===== src/rtl/sort_engine_8.sv =====
// In-place bubble sort of DEPTH bytes. It loads, then does one external compare per clock, then unloads.
// Load and unload each take one beat per clock. in_ready is low outside LOAD, and out_ready low stalls the unload.
module sort_engine_8 #(
    parameter int DEPTH  = 8,
    parameter bit ASCEND = 1'b1
) (
    input  logic       clk,
    input  logic       rst_n,
    input  logic       in_valid,
    output logic       in_ready,
    input  logic [7:0] in_data,
    output logic       out_valid,
    input  logic       out_ready,
    output logic [7:0] out_data,
    output logic [7:0] cmp_a,
    output logic [7:0] cmp_b,
    input  logic       cmp_less,
    input  logic       cmp_equal,
    input  logic       cmp_greater,
    output logic       busy,
    output logic       cmp_err
);

    localparam int IW = (DEPTH > 2) ? $clog2(DEPTH) : 1;
    localparam logic [IW-1:0] LAST_IDX = IW'(DEPTH - 1);
    localparam logic [IW-1:0] LAST_CMP = IW'(DEPTH - 2);

    typedef enum logic [1:0] {S_LOAD, S_SORT, S_UNLOAD} state_t;

    state_t          state_q, state_d;
    logic [IW-1:0]   wr_q, wr_d, rd_q, rd_d, idx_q, idx_d, pass_q, pass_d;
    logic            swapped_q, swapped_d;
    logic            cmp_err_q, cmp_err_d;
    logic [7:0]      mem_q [DEPTH];

    logic [IW-1:0]   sel_a, sel_b;
    logic            in_ack, out_ack, onehot, do_swap, pass_end;

    // Outside SORT the comparator sees entries 0/1 so its inputs are never stale indices.
    assign sel_a     = (state_q == S_SORT) ? idx_q : '0;
    assign sel_b     = sel_a + IW'(1);
    assign cmp_a     = mem_q[sel_a];
    assign cmp_b     = mem_q[sel_b];

    assign in_ready  = (state_q == S_LOAD);
    assign out_valid = (state_q == S_UNLOAD);
    assign busy      = (state_q == S_SORT);
    assign out_data  = mem_q[rd_q];
    assign cmp_err   = cmp_err_q;

    assign in_ack    = in_valid && in_ready;
    assign out_ack   = out_valid && out_ready;
    assign onehot    = (cmp_less && !cmp_equal && !cmp_greater) ||
                       (!cmp_less && cmp_equal && !cmp_greater) ||
                       (!cmp_less && !cmp_equal && cmp_greater);
    // Equal keys never swap, keeping the sort stable; a malformed response never swaps either.
    assign do_swap   = onehot && (ASCEND ? cmp_greater : cmp_less);
    assign pass_end  = (idx_q == LAST_CMP - pass_q);

    always_comb begin
        state_d   = state_q;
        wr_d      = wr_q;
        rd_d      = rd_q;
        idx_d     = idx_q;
        pass_d    = pass_q;
        swapped_d = swapped_q;
        cmp_err_d = cmp_err_q;
        case (state_q)
            S_LOAD: begin
                if (in_ack) begin
                    wr_d = wr_q + IW'(1);
                    if (wr_q == LAST_IDX) begin
                        state_d   = S_SORT;
                        wr_d      = '0;
                        idx_d     = '0;
                        pass_d    = '0;
                        swapped_d = 1'b0;
                    end
                end
            end
            S_SORT: begin
                if (!onehot) cmp_err_d = 1'b1;
                if (pass_end) begin
                    // A pass without any swap proves the array sorted.
                    if (!(swapped_q || do_swap) || pass_q == LAST_CMP) begin
                        state_d = S_UNLOAD;
                        rd_d    = '0;
                    end else begin
                        pass_d    = pass_q + IW'(1);
                        idx_d     = '0;
                        swapped_d = 1'b0;
                    end
                end else begin
                    idx_d     = idx_q + IW'(1);
                    swapped_d = swapped_q || do_swap;
                end
            end
            S_UNLOAD: begin
                if (out_ack) begin
                    rd_d = rd_q + IW'(1);
                    if (rd_q == LAST_IDX) begin
                        state_d = S_LOAD;
                        rd_d    = '0;
                        wr_d    = '0;
                    end
                end
            end
            default: state_d = S_LOAD;
        endcase
    end

    always_ff @(posedge clk or negedge rst_n) begin
        if (!rst_n) begin
            state_q   <= S_LOAD;
            wr_q      <= '0;
            rd_q      <= '0;
            idx_q     <= '0;
            pass_q    <= '0;
            swapped_q <= 1'b0;
            cmp_err_q <= 1'b0;
        end else begin
            state_q   <= state_d;
            wr_q      <= wr_d;
            rd_q      <= rd_d;
            idx_q     <= idx_d;
            pass_q    <= pass_d;
            swapped_q <= swapped_d;
            cmp_err_q <= cmp_err_d;
        end
    end

    // Storage is deliberately not reset; it is only read after a full batch has been written.
    always_ff @(posedge clk) begin
        if (in_ack) begin
            mem_q[wr_q] <= in_data;
        end else if (state_q == S_SORT && do_swap) begin
            mem_q[sel_a] <= cmp_b;
            mem_q[sel_b] <= cmp_a;
        end
    end

endmodule

===== config.mk =====
export PLATFORM = sky130hd
export DESIGN_NAME = sort_engine_8
export DESIGN_NICKNAME = d
export VERILOG_FILES = /design/src/rtl/sort_engine_8.sv
export SDC_FILE = /design/constraint.sdc
export NUM_CORES = 1
export LEC_CHECK = 0
export ABC_AREA = 1
export ABC_CLOCK_PERIOD_IN_PS = 4090
export CAP_MARGIN = 10
export CORE_ASPECT_RATIO = 1.1
export CORE_UTILIZATION = 55
export DETAILED_ROUTE_END_ITERATION = 8
export PLACE_DENSITY = 0.78
export SLEW_MARGIN = 30
export SYNTH_ARGS = -nofsm -noshare
export SYNTH_HDL_FRONTEND = slang
export SYNTH_SLANG_ARGS = --single-unit

===== constraint.sdc =====
create_clock -name clk -period 4.09 [get_ports clk]
set_input_delay 0.818 -clock clk [delete_from_list [all_inputs] [get_ports clk]]
set_output_delay 0.818 -clock clk [all_outputs]
set_load 0.02 [all_outputs]

* Word level (Yosys, flattened, before mapping) *
Memory sizes are Yosys's and may differ from the RTL's.
Cells that the tools add are included.
Widths: inputs -> output; s select.

word-level totals
  register bits after elaboration = 16
  RAM bits = 64
  input port bits = 15
  output and inout port bits = 28
  logic and storage cells = 97
  memories = 1

memories
  name   depth  bits a word  rd ports  clocked after Yosys merged registers in  wr ports  line  source
  mem_q  8      8            3         0                                        2         34    logic [7:0] mem_q [DEPTH];

operators by class
  add/sub/neg operators = 6
  eq/ne operators = 14
  mux-type cells = 39
  bitwise logic cells = 1
  reduce and logical (&&, ||, !) cells = 29

operators by type and width
  cell                 count
  $mux 3               16
  $pmux 3 s2           4
  $add 3x1->3 const B  5
  $mux 2               6
  $ne 2x1->1 const B   6
  $reduce_and 4->1     3
  $logic_and 1x1->1    10
  $mux 1               10
  $eq 3x3->1 const B   3
  $mux 8               1
  $reduce_or 8->1      1
  $pmux 2 s3           1
  $reduce_and 6->1     1
  $reduce_bool 2->1    3
  $reduce_and 5->1     1
  $logic_not 1->1      4
  $logic_or 1x1->1     4
  $eq 3x3->1           1
  $ne 3x3->1 const B   1
  $sub 3x3->3 const A  1
  $eq 2x1->1 const B   1
  $eq 2x2->1 const B   1
  $logic_not 2->1      1
  $ne 2x2->1 const B   1
  3 further kinds      3

* Longest topological paths before layout *
Gate-level depths: netlist of run 1.

  depth after elaboration = 12
  gate-level depth with buffers = 15
  depth with buffers taken out = 11

* Worst setup path after synthesis of run 1 *
No wires, ideal clock.

  path kind = flip-flop to output port
  start point = reg idx_q[0]
  end point = out cmp_b[4]
  arrival time = 2.317 ns
  data required time = 3.272 ns
  path slack = 0.955 ns
  cell stages (with the launch flop) = 14
  buffers on the path = 5
  cell sequence = dfrtp_1 -> buf_2 -> nand3_2 -> buf_2 -> buf_2 -> inv_1 -> ha_1 -> buf_2 -> clkinv_1 -> buf_2 -> nand2_1 -> nand2_1 -> nand2_1 -> nand2_1

on the way
  longest elaborated chain between the ends = 3

ends and longest elaborated chain
  element                 line  source
  start, declared         31    logic [IW-1:0] wr_q, wr_d, rd_q, rd_d, idx_q, idx_d, pass_q, pass_d;
  start signal, assigned  125   idx_q <= idx_d;
  $mux 3                  40    assign sel_a = (state_q == S_SORT) ? idx_q : '0;
  $add 3x1->3             41    assign sel_b = sel_a + IW'(1);
  $mem_v2 8x8             -
  end, declared           16    output logic [7:0] cmp_b,

No other way between the ends.

* Worst setup path in the final report of run 1 *
  start point = reg state_q[1]
  end point = out cmp_b[0]

on the way
  longest elaborated chain between the ends = 4

ends and longest elaborated chain
  element                 line  source
  start, declared         30    state_t state_q, state_d;
  start signal, assigned  122   state_q <= state_d;
  $eq 2x1->1              40
  $mux 3                  40
  $add 3x1->3             41
  $mem_v2 8x8             -

No other way between the ends.

==> results.md, run 1 <==
Timing:
- In this run the tightest slew margin relative to its limit is 40.9%.
- Based on the critical path, the design can be clocked at up to 258 MHz.
- The setup-violating endpoint count in the final report is 0.
- The actual transition at the worst max-transition pin is 0.886 ns.
- After routing, the total negative slack on setup checks comes to 0 ns.
- The post-route fraction of the period consumed by the critical path is 94.6%.
- The final worst setup slack is 0.219 ns.
- The final hold violation count is 0.
- Setup repair after global routing left no endpoint under its margin.
- Counting I/O delays and the setup requirement, the final critical path takes 3.87 ns.
- The max-slew violation total from the final report is 0.
- For the final database, setup skew stands at around 0.0072 ns.
- Final hold analysis gives a worst-case slack of approximately 0.5 ns.

Global route:
- The number of global-route vias before repair came to 5921.
- The initial antenna violation count is 0.
- The wire length of the first global-routing pass is 33300 um.
- The total global routing overflow is 0.
- The total global routing track utilization is 38.7%.
- Entering global routing, the biggest net connects 82 pins.

Place:
- The port buffer count is 42.
- At the end of routability-driven placement, the weighted congestion stood at 1.04.
- The worst setup timing slack at the placement stage is around 0.52 ns.
- The sum of net half-perimeters after detailed placement is 15600 um.

Worst hold path:
- In this run the most critical hold path is launched from cmp_err.
- The classification of the worst-slack hold path is flop to flop.

Yosys:
- The synthesized flop and latch total is 80.
- The count of flip-flops with a built-in enable after synthesis is 64.
- When the netlist entered floorplanning its net count stood at about 880.
- For this run, asynchronously set or reset flops after synthesis account for roughly a fifth.
- After synthesis, the mean cell area works out to 7.29 um2.
- The number of warnings printed during yosys synthesis is 0.
- The most used flip-flop cell after synthesis is edfxtp_1.
- The cell area that synthesis handed to floorplanning was 0.00621 mm2.
- The cell count after synthesis came out at 852.
- The count of different cell masters after synthesis is 36.
- Summing the sequential cell areas from Yosys gives 37.4% of the chip area.

Worst setup path:
- The arrival time at the worst endpoint is 3.05 ns.
- Along the worst path, the maximum fanout reaches 35.
- The required time of the worst setup path is 3.27 ns.
- The count of cells along the worst register-to-register path is 9.
- The worst register-to-register path ends at mem_q[0][0].
- In this run the worst setup path terminates at cmp_b[0].
- STA classifies the critical path endpoint as a primary output.
- The worst register-to-register path begins at state_q[1].
- STA classifies the critical path startpoint as a flop.
- By startpoint and endpoint, the worst setup path is classified as flop to primary output.
- The slack of the worst reg-to-reg path is 0.80 ns.
- The critical path starts at state_q[1].

CTS:
- The number of buffers inserted by hold repair at cts is 0.
- Clock tree synthesis found a total of 80 sinks.
- The root buffer cell chosen for the clock tree is clkbuf_16.
- Once the clock tree was built, the setup fixing pass inserted 0 buffers.
- The total CTS buffers is 9.
- In this run the deepest clock path goes through 2 buffers.
- The number of levels the H-tree was split into is 3.
- The clock transition at the registers of the reported paths is 0.06 ns.
- TritonCTS built the clock tree.
- The source-to-sink clock delay at the later pin of the worst-skew pair is 0.35 ns.

Floorplanning:
- The I/O pin count is 43.
- In this run the horizontal extent of the chip is around 100 um.
- The core region is roughly 0.011 mm2.
- In this run the core area contains 40 standard-cell rows.
- The overall die height is 113 um.
- The die covers around 0.012 mm2.
- The initial utilization of the core area, before any placement, comes to 56.7%.

Routing:
- The antenna violation net count after detailed routing is 0.
- The total iterations of the first detailed-routing run is 6.
- The detailed-route vias per instance is around 6.4.
- The detailed router placed 6527 vias in this run.
- The residual DRC count is 0.
- The number of DRC violations after detailed-routing iteration 0 is 843.
- The routed wirelength normalized by instance count is 21.2 um.
- The total detailed-routing wirelength is 21700 um.

Finish:
- From synthesis to final layout, the design area changed by 13.1%.
- Cells with a size suffix above 1 make up 9.91% of the layout.
- The antenna diode count is 0.
- The net count of the finished layout is 897.

Flow run:
- The number of max-cap violations is 0.

Pwr:
- The largest voltage drop on the vdd net is 0.576 mV.
- In this run the power density over the cells is 910 mW/mm2.
- Summed over all cells, the static leakage comes to 3.11 nW.

Outcome:
- The run finished with clean final reports.
## cells in the mapped netlist, types with 4 or more instances
cell | n | area share, %
clkbuf_1 | 23 | 1.4
nand2_2 | 5 | 0.50
o21ai_0 | 57 | 4.6
dfrtp_1 | 16 | 6.4
nand3_1 | 148 | 12
and2_1 | 8 | 0.81
a21oi_1 | 19 | 1.5
o211ai_1 | 15 | 1.8
nor2_8 | 5 | 1.6
nor2_4 | 6 | 1.1
nand2_4 | 4 | 0.73
nand2_1 | 277 | 17
ha_1 | 9 | 1.8
edfxtp_1 | 64 | 31
a31oi_1 | 8 | 0.81
or2_2 | 8 | 0.81
buf_1 | 8 | 0.48
buf_2 | 15 | 1.2
inv_1 | 33 | 2.0
nand3_2 | 9 | 1.5
o221ai_1 | 16 | 2.3
nor2_1 | 36 | 2.2
nand4_1 | 33 | 3.3
inv_2 | 13 | 0.79
## timing repair
| item | in CTS | in global routing |
|---|---|---|
| hold endpoints to repair | 0 | 0 |
| resized for setup | 0 | 2 |
| setup endpoints to repair | 0 | 3 |
## worst min path at each step
stage | end | slack [ns] | depth (start not counted)
floorplan | wr_q[0] | 0.48 | 1
global placement | cmp_err | 0.46 | 1
detailed placement | cmp_err | 0.50 | 1
CTS | cmp_err | 0.52 | 1
global route | cmp_err | 0.54 | 1
finish | cmp_err | 0.50 | 1
## layout by cell type (no fill, tap or decap), types with 2 or more instances in the layout
| cell | count |
|---|---|
| o21ai_1 | 2 |
| nor2_8 | 5 |
| nor2_1 | 36 |
| o211ai_1 | 15 |
| a21oi_1 | 19 |
| nand2_2 | 5 |
| ha_1 | 8 |
| clkbuf_16 | 9 |
| inv_6 | 2 |
| inv_1 | 33 |
| inv_2 | 13 |
| or2_2 | 8 |
| nand3_2 | 9 |
| clkdlybuf4s50_1 | 42 |
| dfrtp_1 | 16 |
| xor2_4 | 2 |
| edfxtp_1 | 64 |
| a32o_1 | 2 |
| nand3_1 | 148 |
| clkinvlp_4 | 2 |
| o21ai_0 | 57 |
| a31oi_1 | 8 |
| xnor2_1 | 3 |
| nand2_1 | 277 |
| nand2_4 | 4 |
| nor2_4 | 6 |
| o221ai_1 | 16 |
| buf_4 | 15 |
| and2_1 | 8 |
| nand4_1 | 33 |
| clkinv_4 | 3 |
## cell families after synthesis
kind of cell	count (synthesis)	synth area share [%]
buf+inv	96	6.33
simple gates	540	41.3
xor+xnor	6	1.45
compound gates	121	11.8
flops	80	37.4
fa+ha+maj	9	1.81
## through the flow
stage | area [um2] | instances | utilization, % | total power [W]
6_report | 7020 | 1025 | 64.1 | 0.00640
3_3_place_gp | 6740 | 1009 | 61.5 | 0.00545
2_1_floorplan | 6210 | 852 | - | 0.00412
5_1_grt | 7020 | 1025 | 64.1 | 0.00678
3_5_place_dp | 6740 | 1009 | 61.5 | 0.00550
4_1_cts | 7020 | 1025 | 64.0 | 0.00629
## routing by layer
metal / share of wire [%] / up-vias / GRT usage, %
met4: 2.7 / 0 / 14.5
li1: - / 3003 / -
met3: 12 / 55 / 6.80
met5: 0 / - / 0
met1: 40 / 2996 / 54.4
met2: 46 / 473 / 59.6
## worst max-delay path, cell delays in order, from the launching register on
cell and delay, ns:
dfrtp_1 0.45, inv_4 0.32, nand2_4 0.16, nor2_1 0.18, ha_2 0.34, xor2_4 0.39
nand2_1 0.14, nand2_1 0.10, clkdlybuf4s50_1 0.62
## sequential cells by signal (all words and copies together), names as in the netlist
signal	count
mem_q	64
idx_q	3
pass_q	3
rd_q	3
wr_q	3
state_q	2
cmp_err	1
swapped_q	1
## cell type report
cell class / count / area [um2]
Multi-Input combinational cell: 676 / 3500
Sequential cell: 80 / 2320
Timing Repair Buffer: 58 / 553
Inverter: 48 / 186
Tap cell: 147 / 184
Fill cell: 938 / 3940
Clock buffer: 9 / 225
Clock inverter: 7 / 55.1
## power by group
group	total (W)	switching, W	internal, W
logic	0.00438	0.00297	0.00141
clock network	0.000782	0.000365	0.000417
registers	0.00124	0.000145	0.00109
total	0.00640	0.00347	0.00292
No activity file was read; power rests on OpenSTA's default activity.
==> inputs of run 2 (changes only) <==
--- a/config.mk
+++ b/config.mk
@@ -12,6 +12,7 @@
 export CORE_UTILIZATION = 55
 export DETAILED_ROUTE_END_ITERATION = 8
 export PLACE_DENSITY = 0.78
+export RECOVER_POWER = 50
 export SLEW_MARGIN = 30
 export SYNTH_ARGS = -nofsm -noshare
 export SYNTH_HDL_FRONTEND = slang
==> run 2 against run 1 <==
  * Core utilization is 0.95 points lower
  * Combinational power is 3% lower
  * Total power shrank 1.8%
  * Cell count did not move
  * Via count about the same
  * Sequential share of layout area is 0.50 points higher
  * Sequential power is essentially flat
  * Sequential cell count stayed put
  * Critical path type unchanged
  * Largest power group unchanged
  * Highest routed layer unchanged
==> results.md, run 2 (synthesis gave the netlist of run 1 again) <==
Outcome:
- The flow ran to the end, and the final reports show no timing, DRC or antenna violations.

Floorplanning:
- The area inside the core boundary is 0.0110 mm2.
- The die area is 0.0117 mm2.
- 43 I/O pins were placed.
- The die width is just over 100 um.
- The starting density of the core is 56.7%.
- The overall die height is between 100 and 150 um.
- The initialized floorplan defines 40 standard-cell rows.

Finish:
- The relative area change from synthesis to final layout is 11.4%.
- In the final layout, the share of cells above drive strength 1 is 8.09%.
- In the layout the commonest cells are nand2_1, nand3_1, edfxtp_1.
- The number of fill cells in the layout is between 900 and 1000.
- After the flow finishes, the layout carries non-filler instances totaling 1025.
- The register with the most flip-flops is mem_q.
- The register with the most flip-flops in the layout has 64 of them.
- In the final design database the tool counted ~900 nets.
- 0 antenna diodes ended up in the layout.
- Leaving out fill and tap cells, the most frequent cell in the layout is nand2_1.

Worst setup path:
- The type of destination of the critical path is a primary output.
- At the worst endpoint, the required time is 3.27 ns.
- Of all nets on the critical path, the largest fanout is 81.
- The arrival time at the worst endpoint is between 3 and 4 ns.
- By startpoint and endpoint, the worst setup path is classified as flop to primary output.
- The worst setup path is launched from a flop.

Timing:
- The final critical delay including setup and external delays is 3.82 ns.
- The worst max-slew margin expressed relative to the limit is 24.3%.
- The final-layout setup total negative slack is 0 ns.
- For this run, the top clock speed supported by timing is 262 MHz.
- The post-route fraction of the period consumed by the critical path is 93.5%.
- Clock skew on the completed layout was measured at around 0.0078 ns.
- The final hold violation count was 0.
- Setup violations remaining at the end of the flow were counted as 0.
- Setup repair after global routing left no endpoint under its margin.
- The max-slew violation total from the final report came to 0.
- For the pin with the worst max-slew slack, the measured transition is 1.13 ns.

Flow run:
- The tool flagged a number of max-cap violations equal to 0.

Worst hold path:
- The tightest min-delay check is of the flop to flop type.

Routing:
- Dividing the detail-routed via count by the number of cells gives 6.37.
- After the first detailed-routing iteration, the DRC count stood at 828.
- The total iterations of the first detailed-routing run is 7.
- Dividing the detail-routed wire length by the instance count gives about 21 um.
- The detail route stage leaves a number of antenna-violating nets equal to 0.
- The total detailed-routing wirelength is 21600 um.
- For this run, design rule violations remaining after detail routing come to 0.
- The via total after detailed routing is 6532.

Place:
- The cell total after placement is 1009.
- Routability-driven placement finished with a final weighted congestion of 1.04.
- The port buffer count is 42.
- Summed over all nets, the half-perimeter wirelength after detailed placement is 15600 um.

Pwr:
- The static power due to leakage is 2.99 nW.
- In this run the power density over the cells is a little over 900 mW/mm2.
- The worst-case IR drop observed on VDD is 0.570 mV.

CTS:
- The number of buffers inserted by hold repair at cts is 0.
- The source-to-sink clock delay at the later pin of the worst-skew pair is 0.35 ns.
- Buffers added to address setup during post-CTS repair amount to 0.
- For this design, the sink count on the clock tree is 80.
- The total CTS buffers is 9.
- Counting along the longest clock path gives a buffer depth of 2.
- After clock tree synthesis, the clock-pin slew on the worst setup and hold paths is 0.07 ns.
- The clock tree from TritonCTS is built.
- The number of levels the H-tree was split into is 3.
- The root cell of the clock tree is clkbuf_16.

Global route:
- The number of global-route vias before repair was 5921.
- The total overflow left after global routing is 0.
- The pin count of the biggest net entering global routing is 82.
- The wire length of the first global-routing pass is 33300 um.
- The initial antenna violation count was 0.
- Across every metal layer, demand over resource in global routing totals 38.7%.
run 2: cell types whose count changed in the layout (fill, tap and decap cells not counted), moves of 2 or more:
cell / before / now
clkdlybuf4s50_1: 42 / 36
dlygate4sd3_1: 0 / 6
inv_1: 33 / 39
inv_2: 13 / 7
nor2_1: 36 / 42
nor2_8: 5 / 1
nand2_1: 277 / 280
buf_4: 15 / 13
nand2_4: 4 / 2
nor2_4: 6 / 4
run 2: per-layer routing:
metal  GRT usage [%]  wire length, um  up-vias
met4            14.5              626        0
met3            6.80             2680       62
met5               0                0        -
li1                -                -     2999
met1            54.4             8480     3006
met2            59.6             9790      465
run 2: cell type report:
type / instances / area, um2 / area share (%)
inverters: 48 / 186 / 2.69
multi-input cells: 676 / 3400 / 49.1
repair buffers: 58 / 547 / 7.90
flip-flops and latches: 80 / 2320 / 33.6
well taps: 147 / 184 / 2.66
clock inverters: 7 / 55.1 / 0.796
clock buffers: 9 / 225 / 3.25
run 2: critical path, stage by stage, from the launching register on:
cell	delay, ns
dfrtp_1	0.45
inv_4	0.32
nand3_2	0.16
buf_12	0.25
o211ai_1	0.21
nand2_1	0.12
nand2_1	0.31
and2_1	0.19
clkdlybuf4s50_1	0.61
run 2: path summary, 6_finish.rpt:
kind / startpoint / to / slack (ns) / depth (start not counted)
max: state_q[1] / cmp_a[4] / 0.27 / 8
max reg2reg: state_q[1] / mem_q[2][2] / 0.28 / 10
max in group asynchronous: rst_n / idx_q[0] / 2.61 / 1
min: cmp_err / cmp_err / 0.49 / 1
min reg2reg: cmp_err / cmp_err / 0.49 / 1
min in group asynchronous: rst_n / wr_q[0] / 0.99 / 1
run 2: metrics by stage:
stage / utilization [%] / area, um2 / power (W) / hold slack (ns) / setup WS (ns)
6_report: 63.1 / 6920 / 0.00628 / 0.491 / 0.267
4_1_cts: 64.0 / 7020 / 0.00629 / 0.516 / 0.141
5_1_grt: 63.1 / 6920 / 0.00667 / 0.530 / 0.104
3_5_place_dp: 61.5 / 6740 / 0.00550 / 0.496 / 0.522
2_1_floorplan: - / 6210 / 0.00412 / 0.477 / 0.955
3_3_place_gp: 61.5 / 6740 / 0.00545 / 0.460 / 0.573
run 2: repair_timing:
item / in CTS / in global routing
gates resized for setup: 0 / 2
endpoints found under the hold margin: 0 / 0
endpoints found under the setup margin: 0 / 3
run 2: power by group:
group          internal (W)  total (W)  switching, W
clock network      0.000417   0.000782      0.000365
logic               0.00139    0.00426       0.00288
registers           0.00109    0.00124      0.000144
==> variant (settings of run 2) <==
Change the parameter `ASCEND` from 1'b1 to 1'b0.
--- a/src/rtl/sort_engine_8.sv
+++ b/src/rtl/sort_engine_8.sv
@@ -2,7 +2,7 @@
 // Load and unload each take one beat per clock. in_ready is low outside LOAD, and out_ready low stalls the unload.
 module sort_engine_8 #(
     parameter int DEPTH  = 8,
-    parameter bit ASCEND = 1'b1
+    parameter bit ASCEND = 1'b0
 ) (
     input  logic       clk,
     input  logic       rst_n,
Function: changed (a bounded check fails within 10 cycles, from zero or initial values and one cycle with rst_n low).
==> variant against run 2 <==
Worst hold slack better by 0.014 ns; setup slack lost 0.13 ns; routed wire length grew 2.6%; synthesized area decreased by 1.7%; power is 19% lower; fmax fell by 3.4%; sequential cell count is the same; final cell count grew 0.88%; cell area barely moved; highest routed layer unchanged.
==> variant: results (changes against run 2) <==
status finished clean; nets 906 (+1.0%); CTS buffer count 9 (unchanged); relative slew slack 24.3% (-0.041 points); Largest Register mem_q; clk sinks 80 (unchanged); via/cell ratio 6.47 (+1.6%); R2R Setup Slk 0.20 ns (-0.08 ns); Synth Area in Compound Gates 11.9% (+0.18 points); number of diodes 0 (unchanged); area of the multi-input gates 0.00335 sq mm (-1.5%); Layout Skew 0.0105 ns (+0.00267 ns); clkbuf count 11 (+2); fillers 967 (+1.0%); routed wire length 22100 um (+2.6%); All-Layer GR Usage 39.5% (+0.81 points); Commonest cells post-synth nand2_1 (287), nand3_1 (151), edfxtp_1 (64), o21ai_0 (52), inv_1 (37); mux share of post-synthesis cell area 0% (unchanged); buffering overhead 8.10% (+0.20 points); Synth area leader edfxtp_1; inverters 51 (+6.3%); DRT Pass-1 Iters 6 (-1); layout cell share with drive strength beyond 1 6.88% (-1.2 points); maximum fanout along the worst path 35 (-57%); sequential share of the synthesized area 38.0% (+0.63 points); WP data arrival 3.14 ns (+0.13 ns); # Taps 147 (unchanged); xor/xnor cell area share of the yosys netlist 1.62% (+0.17 points); vias in the first global route 5978 (+0.96%); clk buf depth 2 (unchanged); DP HPWL 15900 um (+1.9%); Slowest-stage cell, CP clkdlybuf4s50_1; Final Wtd Congestion 0.988 (-4.8%); 1st-iter DRT viols 945 (+14%); Post-Synth Adder-Cell Area 1.84% (+0.030 points); clock-pin slew on the worst setup and hold paths 0.06 ns; top cells by area, synth edfxtp_1 (31%), nand2_1 (18%), nand3_1 (12%), dfrtp_1 (6.6%), o21ai_0 (4.3%); Leak Pwr 3.07 nW (+2.4%); Synthesis Warnings 0 (unchanged); Synthesized Nets 882 (+0.68%); first-pass GRT wire length 33900 um (+1.8%); Plain + repair buffers 62 (+6.9%); Final clock-cell share 4.52% (+0.47 points); Clock Latency Late Sink 0.34 ns; post-synth cell types 34 (-5.6%); largest net degree at the start of global routing 55 (-33%); VDD IR max 0.370 mV (-35%); Min Hold Slack 0.504 ns (+0.0137 ns); path depth of the worst reg2reg path 11 (+1); comb_multi_in 678 (+0.30%)
## variant: cell count changes in the layout (fill, tap and decap cells not counted), sizes merged, moves of 2 or more
cell           run 2  this run
nor2              47        45
bufinv             0         2
nand3            157       152
clkinv             4         1
nand4             33        35
nand2            286       291
clkbuf            11        14
buf               14        17
inv               49        51
## variant: path summary, 6_finish.rpt
kind                             from           to
setup / recovery           state_q[1]     cmp_a[6]
hold / removal                cmp_err      cmp_err
setup reg to reg           state_q[1]  mem_q[6][2]
hold reg to reg               cmp_err      cmp_err
max in group asynchronous       rst_n    pass_q[2]
min in group asynchronous       rst_n      wr_q[0]
## variant: stage by stage
step | setup WS, ns | total power, W | instances | area, sq um | utilization (%)
6_report | 0.132 | 0.00508 | 1034 | 6920 | 63.7
3_3_place_gp | 0.567 | 0.00413 | 1018 | 6670 | 61.4
2_1_floorplan | 0.983 | 0.00312 | 858 | 6110 | -
4_1_cts | 0.198 | 0.00502 | 1034 | 6980 | 64.3
5_1_grt | 0.0413 | 0.00534 | 1034 | 6920 | 63.7
3_5_place_dp | 0.552 | 0.00416 | 1018 | 6670 | 61.4
## variant: power breakdown
part / internal (W) / switching, W
logic: 0.000977 / 0.00204
registers: 0.00106 / 0.000136
clock network: 0.000536 / 0.000334
total: 0.00257 / 0.00251
## variant: critical path, delay by kind of cell (launching register included)
family	cells	cell delay, ns
DFF	1	0.42
and+or+nand+nor	4	0.78
AOI/OAI and AO/OA	1	0.27
buffers and inverters	4	1.32
## variant: per-layer routing
| layer | vias to the layer above | GRT usage [%] | part of all wire (%) |
|---|---|---|---|
| met5 | - | 0 | 0 |
| met4 | 0 | 14.1 | 3.2 |
| met3 | 56 | 9.09 | 15 |
| met2 | 574 | 55.6 | 43 |
| met1 | 3047 | 58.9 | 39 |
| li1 | 3015 | - | - |
